## src/rtl/pipe2_decode_reg.sv

```systemverilog
// Decode-stage pipeline register with valid/allowin handshake,
// hazard-stall accounting and a sticky stall-timeout flag.
module pipe2_decode_reg #(
  parameter int CNT_W     = 32,
  parameter int MAX_STALL = 3
) (
  input  logic             clk,
  input  logic             resetn,
  input  logic             pipe1_valid,
  input  logic [31:0]      pipe1_inst,
  input  logic [31:0]      pipe1_pc,
  output logic             pipe2_allowin,
  input  logic             not_ready_to_go,
  input  logic             pipe3_allowin,
  input  logic             flush,
  output logic             pipe2_to_pipe3_valid,
  output logic             pipe2_valid,
  output logic [31:0]      pipe2_inst,
  output logic [31:0]      pipe2_pc,
  output logic [4:0]       pipe2_read_dest1,
  output logic [4:0]       pipe2_read_dest2,
  output logic             pipe2_use_reg_op,
  output logic [CNT_W-1:0] stall_count,
  output logic             stall_timeout
);

  typedef enum logic [1:0] {
    EMPTY = 2'b00,
    VALID = 2'b01,
    STALL = 2'b10
  } state_t;

  localparam logic [2:0] MAX_RUN = 3'(MAX_STALL);
  localparam logic [CNT_W-1:0] CNT_ONE =
    {{(CNT_W-1){1'b0}}, 1'b1};

  state_t      state_q;
  state_t      state_d;
  logic        ready_go;
  logic        valid_d;
  logic        stall_hit;
  logic        op_no_reg;
  logic [5:0]  opcode;
  logic [2:0]  run_q;
  logic [2:0]  run_d;
  logic [31:0] inst_q;
  logic [31:0] pc_q;

  assign ready_go    = ~not_ready_to_go;
  assign pipe2_valid = (state_q != EMPTY);
  assign pipe2_inst  = inst_q;
  assign pipe2_pc    = pc_q;

  assign pipe2_allowin =
    ~pipe2_valid | (ready_go & pipe3_allowin);
  assign pipe2_to_pipe3_valid =
    pipe2_valid & ready_go & ~flush;

  // Stalls only count against a live, surviving instruction.
  assign stall_hit =
    pipe2_valid & not_ready_to_go & ~flush;

  assign pipe2_read_dest1 = inst_q[25:21];
  assign pipe2_read_dest2 = inst_q[20:16];
  assign opcode           = inst_q[31:26];

  always_comb begin
    op_no_reg = 1'b0;
    unique case (1'b1)
      opcode == 6'h02: op_no_reg = 1'b1;
      opcode == 6'h03: op_no_reg = 1'b1;
      opcode == 6'h0f: op_no_reg = 1'b1;
      default:         op_no_reg = 1'b0;
    endcase
  end

  assign pipe2_use_reg_op =
    pipe2_valid & (inst_q != 32'd0) & ~op_no_reg;

  always_comb begin
    valid_d = pipe2_valid;
    if (flush)
      valid_d = 1'b0;
    else if (pipe2_allowin)
      valid_d = pipe1_valid;
  end

  always_comb begin
    state_d = state_q;
    unique case (1'b1)
      !valid_d:                   state_d = EMPTY;
      valid_d && not_ready_to_go: state_d = STALL;
      valid_d && ready_go:        state_d = VALID;
      default:                    state_d = EMPTY;
    endcase
  end

  always_comb begin
    run_d = 3'd0;
    if (stall_hit)
      run_d = (run_q == 3'd7) ? 3'd7 : run_q + 3'd1;
  end

  always_ff @(posedge clk or negedge resetn) begin
    if (!resetn) begin
      state_q <= EMPTY;
      inst_q  <= 32'd0;
      pc_q    <= 32'd0;
    end else begin
      state_q <= state_d;
      if (!flush && pipe2_allowin && pipe1_valid) begin
        inst_q <= pipe1_inst;
        pc_q   <= pipe1_pc;
      end
    end
  end

  always_ff @(posedge clk or negedge resetn) begin
    if (!resetn) begin
      run_q         <= 3'd0;
      stall_count   <= '0;
      stall_timeout <= 1'b0;
    end else begin
      run_q <= run_d;
      if (stall_hit && !(&stall_count))
        stall_count <= stall_count + CNT_ONE;
      // Run would pass the limit on this edge.
      if (stall_hit && run_q >= MAX_RUN)
        stall_timeout <= 1'b1;
    end
  end

endmodule

```

## config.mk

```make
export PLATFORM = sky130hd
export DESIGN_NAME = pipe2_decode_reg
export DESIGN_NICKNAME = d
export VERILOG_FILES = /design/src/rtl/pipe2_decode_reg.sv
export SDC_FILE = /design/constraint.sdc
export NUM_CORES = 1
export LEC_CHECK = 0
export ABC_AREA = 1
export CAP_MARGIN = 5
export CORE_MARGIN = 8
export CORE_UTILIZATION = 41
export CTS_CLUSTER_SIZE = 40
export DETAILED_ROUTE_END_ITERATION = 12
export PLACE_DENSITY = 0.77
export SYNTH_ARGS = -nofsm -noshare
export SYNTH_HDL_FRONTEND = slang
export SYNTH_SLANG_ARGS = --single-unit
```

## constraint.sdc

```tcl
create_clock -name clk -period 1.6 [get_ports clk]
set_input_delay 0.32 -clock clk [delete_from_list [all_inputs] [get_ports clk]]
set_output_delay 0.32 -clock clk [all_outputs]
set_load 0.02 [all_outputs]
```

# == Word-level counts from Yosys, hierarchy flattened ==
# Index checks and enable logic that the tools add are counted.
# totals
reg_bits,102
output_inout_bits,111
input_bits,70
wordCells,43
# classes
n_lt_le_gt_ge,1
add_sub_neg,2
eq_ne,4
bitwise,12
n_reduce_logical,12
n_mux,6
# ops
cell,n
$add 32x1->32 const B,1
$reduce_and 32->1,1
$reduce_bool 32->1,1
$eq 6x2->1 const B,2
$and 1x1->1,7
$eq 6x4->1 const B,1
$logic_and 1x1->1,6
$mux 3,2
$not 1->1,4
$pmux 2 s2,1
$add 3x1->3 const B,1
$eq 3x3->1 const B,1
$ge 3x2->1 const B,1
$mux 1,3
$reduce_or 3->1,1
$logic_not 1->1,2
$reduce_bool 2->1,1
$or 1x1->1,1

# == Logic depth before layout (Yosys ltp) ==
# Gate-level depths: netlist of the first run.
# depth
ltp_word,7
depth_mapped,11
ltp_nobuf,10

# == Worst setup path after synthesis of the first run ==
# OpenSTA, ideal clock, no wires.
# synth_timing
path_kind,register to register
start,register stall_count[1]
end,register stall_count[24]
required_ns,1.470
t_arrival_ns,1.502
path_stages_with_launch,9
path_slack_ns,-0.033
path_cell_list,dfrtp_1 -> ha_1 -> inv_1 -> nor2_2 -> buf_4 -> nand3_1 -> nor2_2 -> nand2_1 -> xnor2_1
# synth_via
elab_chain_cells,3
# synth_rtl
item,line_no,source
from (decl),23,"output logic [CNT_W-1:0] stall_count,"
from (signal assigned),126,stall_count <= stall_count + CNT_ONE;
"parallel branches: the longest is 3 deep, another holds $add 32x1->32",n/a,
# Parallel ways; which one is timed is not known.
# A chain may end at the register's enable or synchronous reset.

# == Worst setup path after layout of the first run ==
# layout_timing
start,register inst_q[6] (netlist: pipe2_inst[6])
end,output port pipe2_use_reg_op
# layout_via
elab_chain_cells,3
# layout_rtl
item,line_no,source
from (decl),46,logic [31:0] inst_q;
from (signal assigned),112,inst_q <= pipe1_inst;
$reduce_bool 32->1,78,pipe2_valid & (inst_q != 32'd0) & ~op_no_reg;
$and 1x1->1 (2 in series),78,
to (decl),22,"output logic pipe2_use_reg_op,"
# Every way passes these cells.

==> results.sh, run 1 <==
export IMPL_hp_class="primary input to register"
export IMPL_critPathCaptureType="primary output"
export IMPL_setup_viol=1
export IMPL_status="complete, but fails checks"
export IMPL_slowest_stage="dfrtp_1"
export IMPL_antenna_found_initial=1
export IMPL_relSlewSlack=0.716
export IMPL_netlist_area_sq_um=5080
export IMPL_power_share_clock=0.294
export IMPL_setup_tns_ps=-202
export IMPL_pwr_share_seq=0.424
export IMPL_p_sw_mw=2.34
export IMPL_drv_cap=0
export IMPL_post_drt_wl_per_cell_microns=14.9
export IMPL_violations="setup timing"
export IMPL_grt_overflow=0
export IMPL_timing_fmax_mhz=555
export IMPL_grt_pass1_wl_microns=25200
export IMPL_root_buffer="clkbuf_16"
export IMPL_timing_rr_start="stall_count[0]"
export IMPL_tightestPinTransition_ps=426
export IMPL_yosys_warnings=0
export IMPL_final_area_sq_um=7890
export IMPL_start_util=0.421
export IMPL_ir_drop_uv=961
export IMPL_synthToLayoutAreaGrowth_pct=55.4
export IMPL_worstRegToRegCells=10
export IMPL_vias=5111
export IMPL_swShare=0.322
export IMPL_synth_cell_types=29
export IMPL_clock_latency_ps=350
export IMPL_pwr_share_comb=0.282
export IMPL_arrival_ps=1480
export IMPL_syn_area_per_cell_sq_um=7.63
export IMPL_worstHoldStart="not_ready_to_go"
export IMPL_pwr_density_cell_nw_per_um2=922
export IMPL_dp_final_hpwl_microns=12100
export IMPL_hold_depth=2
export IMPL_dieArea_sq_um=16200
export IMPL_hold_viol=0
export IMPL_synthCells=666
export IMPL_path_max_fanout=2
export IMPL_n_fill_cell=1017
export IMPL_r2r_end="stall_count[16]"
export IMPL_cts_buffer_depth=2
export IMPL_ys_seq_area_frac=0.503
export IMPL_worstPathRequired_ps=1280
export IMPL_cts_tree="yes"
export IMPL_setup_ws_ps=-202
export IMPL_place_congestion=0.949
export IMPL_core_area_sq_um=12100
export IMPL_placed_area_sq_um=7410
export IMPL_r2r_slack_ps=40
export IMPL_min_to="state_q[0]"
export IMPL_portBuffers=180
export IMPL_rsz0062_at_grt="yes"
export IMPL_grt_start_max_net_pins=75
export IMPL_startpoint_type="register"
export IMPL_grt_pass1_vias=4856
export IMPL_post_route_min_period_ps=1800
export IMPL_synthesis_nets=738
export IMPL_p_leak_nw=4.09
export IMPL_via_per_inst=4.71
export IMPL_drt_iter0_markers=329
export IMPL_grtUsageTotal=0.199
export IMPL_numCtsBuffers=9
export IMPL_ant_nets=0
export IMPL_die_y_microns=127
export IMPL_die_x_microns=127
export IMPL_clock_sinks=102
export IMPL_ios=181
export IMPL_drc=0
export IMPL_p_int_mw=4.93
export IMPL_path_common_cell="nor2_1"
export IMPL_drive_gt1_frac=0.185
export IMPL_fin_crit_sh=1.13
export IMPL_routed_wl_microns=16200
export IMPL_cp_cell_sequence="nor2_1 > nand2_1 > nor3_2 > nand3b_1 > nor2_1 > nor2_1 > buf_4"
export IMPL_dr_pass1_iters=5
export IMPL_cpPeakStageDelay_ps=400
export IMPL_htreeDepth=3
export IMPL_fin_worst_skew_ps=7.52
export IMPL_ys_seq_elements=102
export IMPL_clk_pin_slew_worst_paths_ps=70
export IMPL_placementRows=40
export IMPL_final_max_slew_violation_count=0
export IMPL_finalNetCount=982
export IMPL_crit_type="register to primary output"
sequential cells by signal, summed over array words and instances (netlist names):
signal / count
run_q: 3
state_q: 2
stall_timeout: 1
stall_count: 32
pipe2_pc: 32
pipe2_inst: 32
through the flow:
stage | hold WS, ps | std cells | power, mW | utilization | worst slack, ps
2_1_floorplan | 24.4 | 666 | 4.06 | - | 42.1
3_3_place_gp | 374 | 1044 | 5.38 | 0.614 | -350
3_5_place_dp | 379 | 1044 | 5.41 | 0.614 | -408
4_1_cts | 485 | 1064 | 7.36 | 0.637 | -207
5_1_grt | 288 | 1083 | 7.68 | 0.654 | -356
6_report | 285 | 1084 | 7.27 | 0.654 | -202
Yosys cell counts (all sizes together):
master / count / share of area
clkbuf: 5 / 0.0037
nand3: 22 / 0.022
nand2: 231 / 0.17
nand4: 11 / 0.014
a211oi: 1 / 0.0015
nor4: 1 / 0.0012
o21ai: 69 / 0.069
a21oi: 3 / 0.0030
inv: 95 / 0.070
or2: 1 / 0.0012
buf: 25 / 0.032
nand3b: 14 / 0.021
xor2: 4 / 0.0069
dfrtp: 102 / 0.50
ha: 2 / 0.0049
nor3: 4 / 0.0039
and3: 1 / 0.0012
xnor2: 5 / 0.0086
nor2: 69 / 0.059
nor3b: 1 / 0.0015
power groups by stage:
stage / registers, mW / clock network (mW) / logic [mW]
after global routing: 3.12 / 2.31 / 2.24
final: 3.08 / 2.14 / 2.05
after detailed placement: 3.12 / 0 / 2.30
after global placement: 3.10 / 0 / 2.28
after CTS: 3.08 / 2.21 / 2.07
after floorplan: 3.52 / 0 / 0.537
area by class of cell:
| class | instances | area (sq um) | area share |
|---|---|---|---|
| clock inverter | 6 | 51.3 | 0.00650 |
| tap | 168 | 210 | 0.0266 |
| timing repair buffer | 263 | 2350 | 0.298 |
| antenna | 1 | 2.50 | 0.000317 |
| sequential | 102 | 2580 | 0.327 |
| clock buffer | 10 | 239 | 0.0303 |
| inverter | 95 | 357 | 0.0452 |
| multi-input combinational | 439 | 2110 | 0.267 |
metal layers:
metal / vias up / global-route usage / wire, microns
met4: 2 / 0.0581 / 400
li1: 2530 / - / -
met1: 2341 / 0.218 / 6140
met2: 207 / 0.319 / 7570
met5: - / 0 / 13
met3: 31 / 0.116 / 2040
placed cells by master, fill, tap and decap left out, drive strengths merged, types with 2 or more instances in the layout:
cell / synthesis / routed
a21oi: 3 / 3
buf: 25 / 89
clkbuf: 5 / 12
clkdlybuf4s15: 0 / 3
clkdlybuf4s50: 0 / 67
dfrtp: 102 / 102
dlygate4sd2: 0 / 100
ha: 2 / 2
inv: 95 / 99
nand2: 231 / 231
nand3: 22 / 22
nand3b: 14 / 14
nand4: 11 / 11
nor2: 69 / 69
nor3: 4 / 4
o21ai: 69 / 69
xnor2: 5 / 5
xor2: 4 / 4
worst max-delay path by stage:
| stage | start | endpoint | slack, ps | depth (start not counted) |
|---|---|---|---|---|
| after floorplan | stall_count[11] | stall_count[23] | 40 | 10 |
| after global placement | not_ready_to_go | pipe2_to_pipe3_valid | -350 | 3 |
| after detailed placement | not_ready_to_go | pipe2_to_pipe3_valid | -410 | 3 |
| after CTS | pipe2_inst[6] | pipe2_use_reg_op | -210 | 7 |
| after global routing | pipe2_inst[6] | pipe2_use_reg_op | -360 | 7 |
| final | pipe2_inst[6] | pipe2_use_reg_op | -200 | 7 |
worst max-delay path, delay by kind of cell, from the launching register on:
family / cells / cell delay (ps)
and+or+nand+nor: 6 / 580
DFF: 1 / 400
buffers and inverters: 1 / 150
logic make-up (layout without fill, tap and decap cells):
| kind of cell | count (synthesis) | count (layout) | share of synthesized area |
|---|---|---|---|
| other | 0 | 1 | 0 |
| XOR/XNOR | 9 | 9 | 0.0155 |
| flip-flops | 102 | 102 | 0.503 |
| AND/OR/NAND/NOR | 355 | 355 | 0.298 |
| adder cells (fa/ha/maj) | 2 | 2 | 0.00493 |
| AO/OA/AOI/OAI | 73 | 73 | 0.0732 |
| buffers and inverters | 125 | 374 | 0.106 |
repair_timing:
item | CTS | global route
gates resized for setup | 142 | 47
gates cloned | 1 | 0
endpoints found under the hold margin | 5 | 0
setup buffers | 2 | 21
setup endpoints to repair | 132 | 39
hold buffers | 1 | 0
pin swaps | 2 | 13
(Power assumes the default switching activity.)
==> run 2, diff against run 1 <==
--- a/config.mk
+++ b/config.mk
@@ -6,7 +6,6 @@
 export NUM_CORES = 1
 export LEC_CHECK = 0
 export ABC_AREA = 1
-export CAP_MARGIN = 5
 export CORE_MARGIN = 8
 export CORE_UTILIZATION = 41
 export CTS_CLUSTER_SIZE = 40
==> results of run 2 <==
Same layout as run 1: the final DEF is identical, and so are final timing and power.
==> run 3, diff against run 2 <==
--- a/config.mk
+++ b/config.mk
@@ -6,10 +6,12 @@
 export NUM_CORES = 1
 export LEC_CHECK = 0
 export ABC_AREA = 1
+export CAP_MARGIN = 5
 export CORE_MARGIN = 8
 export CORE_UTILIZATION = 41
 export CTS_CLUSTER_SIZE = 40
 export DETAILED_ROUTE_END_ITERATION = 12
+export GPL_TIMING_DRIVEN = 0
 export PLACE_DENSITY = 0.77
 export SYNTH_ARGS = -nofsm -noshare
 export SYNTH_HDL_FRONTEND = slang
==> results.sh, run 3 (same netlist as run 1, synthesis figures left out) <==
export IMPL_layout_common_cells="222 x nand2_1, 107 x dlygate4sd2_1, 90 x inv_1"
export IMPL_n_fill_cell=1051
export IMPL_grt_pass1_wl_microns=25300
export IMPL_arrival_ps=1520
export IMPL_use_met2=0.322
export IMPL_clock_sinks=102
export IMPL_violations="setup timing"
export IMPL_layout_commonest_cell="nand2_1"
export IMPL_placementRows=40
export IMPL_drc=0
export IMPL_post_route_min_period_ps=1840
export IMPL_fin_worst_skew_ps=9.57
export IMPL_cp_num_cells=6
export IMPL_critPathCapture="pipe2_use_reg_op"
export IMPL_routed_wl_microns=16300
export IMPL_timing_fmax_mhz=543
export IMPL_final_area_sq_um=7730
export IMPL_dieArea_sq_um=16200
export IMPL_drive_gt1_frac=0.160
export IMPL_pwr_density_cell_nw_per_um2=921
export IMPL_finalNetCount=967
export IMPL_cp_num_buf_inv=1
export IMPL_htreeDepth=3
export IMPL_cts_tree="yes"
export IMPL_grt_use_met1=0.217
export IMPL_grtUsageTotal=0.200
export IMPL_critPathCaptureType="primary output"
export IMPL_ios=181
export IMPL_final_max_slew_violation_count=0
export IMPL_root_buffer="clkbuf_16"
export IMPL_tightestPinTransition_ps=582
export IMPL_die_y_microns=127
export IMPL_setup_ws_ps=-242
export IMPL_grt_start_max_net_pins=60
export IMPL_ant_nets=0
export IMPL_crit_path_start="pipe2_inst[29]"
export IMPL_r2r_end="stall_count[23]"
export IMPL_cpPeakStageDelay_ps=380
export IMPL_numCtsBuffers=9
export IMPL_slowest_stage="dfrtp_1"
export IMPL_path_max_fanout=2
export IMPL_place_congestion=0.901
export IMPL_core_area_sq_um=12100
export IMPL_portBuffers=180
export IMPL_grt_pass1_vias=4815
export IMPL_worstPathRequired_ps=1280
export IMPL_crit_family="simple AND/OR/NAND/NOR gates"
export IMPL_hp_class="primary input to register"
export IMPL_diodes=0
export IMPL_p_leak_nw=3.99
export IMPL_fin_crit_sh=1.15
export IMPL_busiest_layer="met2"
export IMPL_use_met3=0.104
export IMPL_r2r_slack_ps=60
export IMPL_status="complete, but fails checks"
export IMPL_setup_viol=1
export IMPL_preCtsSetupSlack_ps=-434
export IMPL_drv_cap=0
export IMPL_ir_drop_uv=618
export IMPL_via_per_inst=4.70
export IMPL_clock_latency_ps=350
export IMPL_register_area_sq_um=2570
export IMPL_placed_area_sq_um=7120
export IMPL_path_common_cell="nor2_1"
export IMPL_startpoint_type="register"
export IMPL_worst_hold_slack_ps=259
export IMPL_clk_pin_slew_worst_paths_ps=70
export IMPL_hold_viol=0
export IMPL_timing_rr_start="stall_count[22]"
export IMPL_drt_iter0_markers=342
export IMPL_crit_type="register to primary output"
export IMPL_dr_pass1_iters=5
export IMPL_multi_input_area_sq_um=2120
export IMPL_dp_final_hpwl_microns=12300
export IMPL_antenna_found_initial=0
export IMPL_vias=5012
export IMPL_post_drt_wl_per_cell_microns=15.3
export IMPL_die_x_microns=127
export IMPL_start_util=0.421
export IMPL_synthToLayoutAreaGrowth_pct=52.2
export IMPL_worstRegToRegCells=10
export IMPL_grt_overflow=0
export IMPL_relSlewSlack=0.612
export IMPL_final_util=0.641
export IMPL_cp_cell_sequence="or2_4 > nor3_2 > nand3b_1 > nor2_1 > nor2_1 > buf_4"
export IMPL_cts_buffer_depth=2
export IMPL_rsz0062_at_grt="yes"
run 3: cell count changes in the layout (fill, tap and decap cells not counted), sizes merged:
cell           delta
buf              -23
clkbuf            +4
clkdlybuf4s15     -2
clkdlybuf4s50     -1
clkinv            +1
diode             -1
dlygate4sd2       +7
dlymetal6s2s      +1
inv               -4
run 3: how the worst min path moves through the flow:
stage	from	to	slack [ps]	cells after the start
after detailed placement	resetn	state_q[0]	360	1
final	flush	state_q[0]	260	2
after floorplan	resetn	pipe2_inst[0]	20	0
after CTS	stall_timeout	stall_timeout	470	1
after global placement	stall_timeout	stall_timeout	460	1
after global routing	flush	state_q[0]	280	2
run 3: report_power, final:
group	switching (mW)	total, mW	leakage [nW]	internal, mW
clock	0.949	2.07	0.133	1.12
combinational	1.07	1.90	2.57	0.833
sequential	0.264	3.15	1.29	2.89
run 3: through the flow:
step,cells,total power [mW],setup TNS (ps)
after floorplan,666,4.06,0
after global placement,1014,5.20,-413780
after detailed placement,1015,5.22,-32540
after CTS,1038,7.07,-347
after global routing,1066,7.45,-627
final,1066,7.12,-242
run 3: repair_timing:
action                                 CTS  global route
gates resized for setup                147            79
buffers inserted                         8            27
pin swaps                                4            17
hold buffers                             1             0
setup endpoints to repair              207           100
cloned                                   0             1
endpoints found under the hold margin   43             0
run 3: cell type report:
class	count	share of cell area
timing repair buffer	218	0.256
clock inverter	3	0.00275
sequential	102	0.333
buffer	30	0.0275
multi-input combinational	439	0.275
clock buffer	11	0.0327
tap	168	0.0272
inverter	95	0.0465
run 3: routing by layer:
metal	vias up	share of wire
met5	-	0
met4	0	0.021
met3	26	0.12
met2	198	0.47
met1	2291	0.38
li1	2497	-
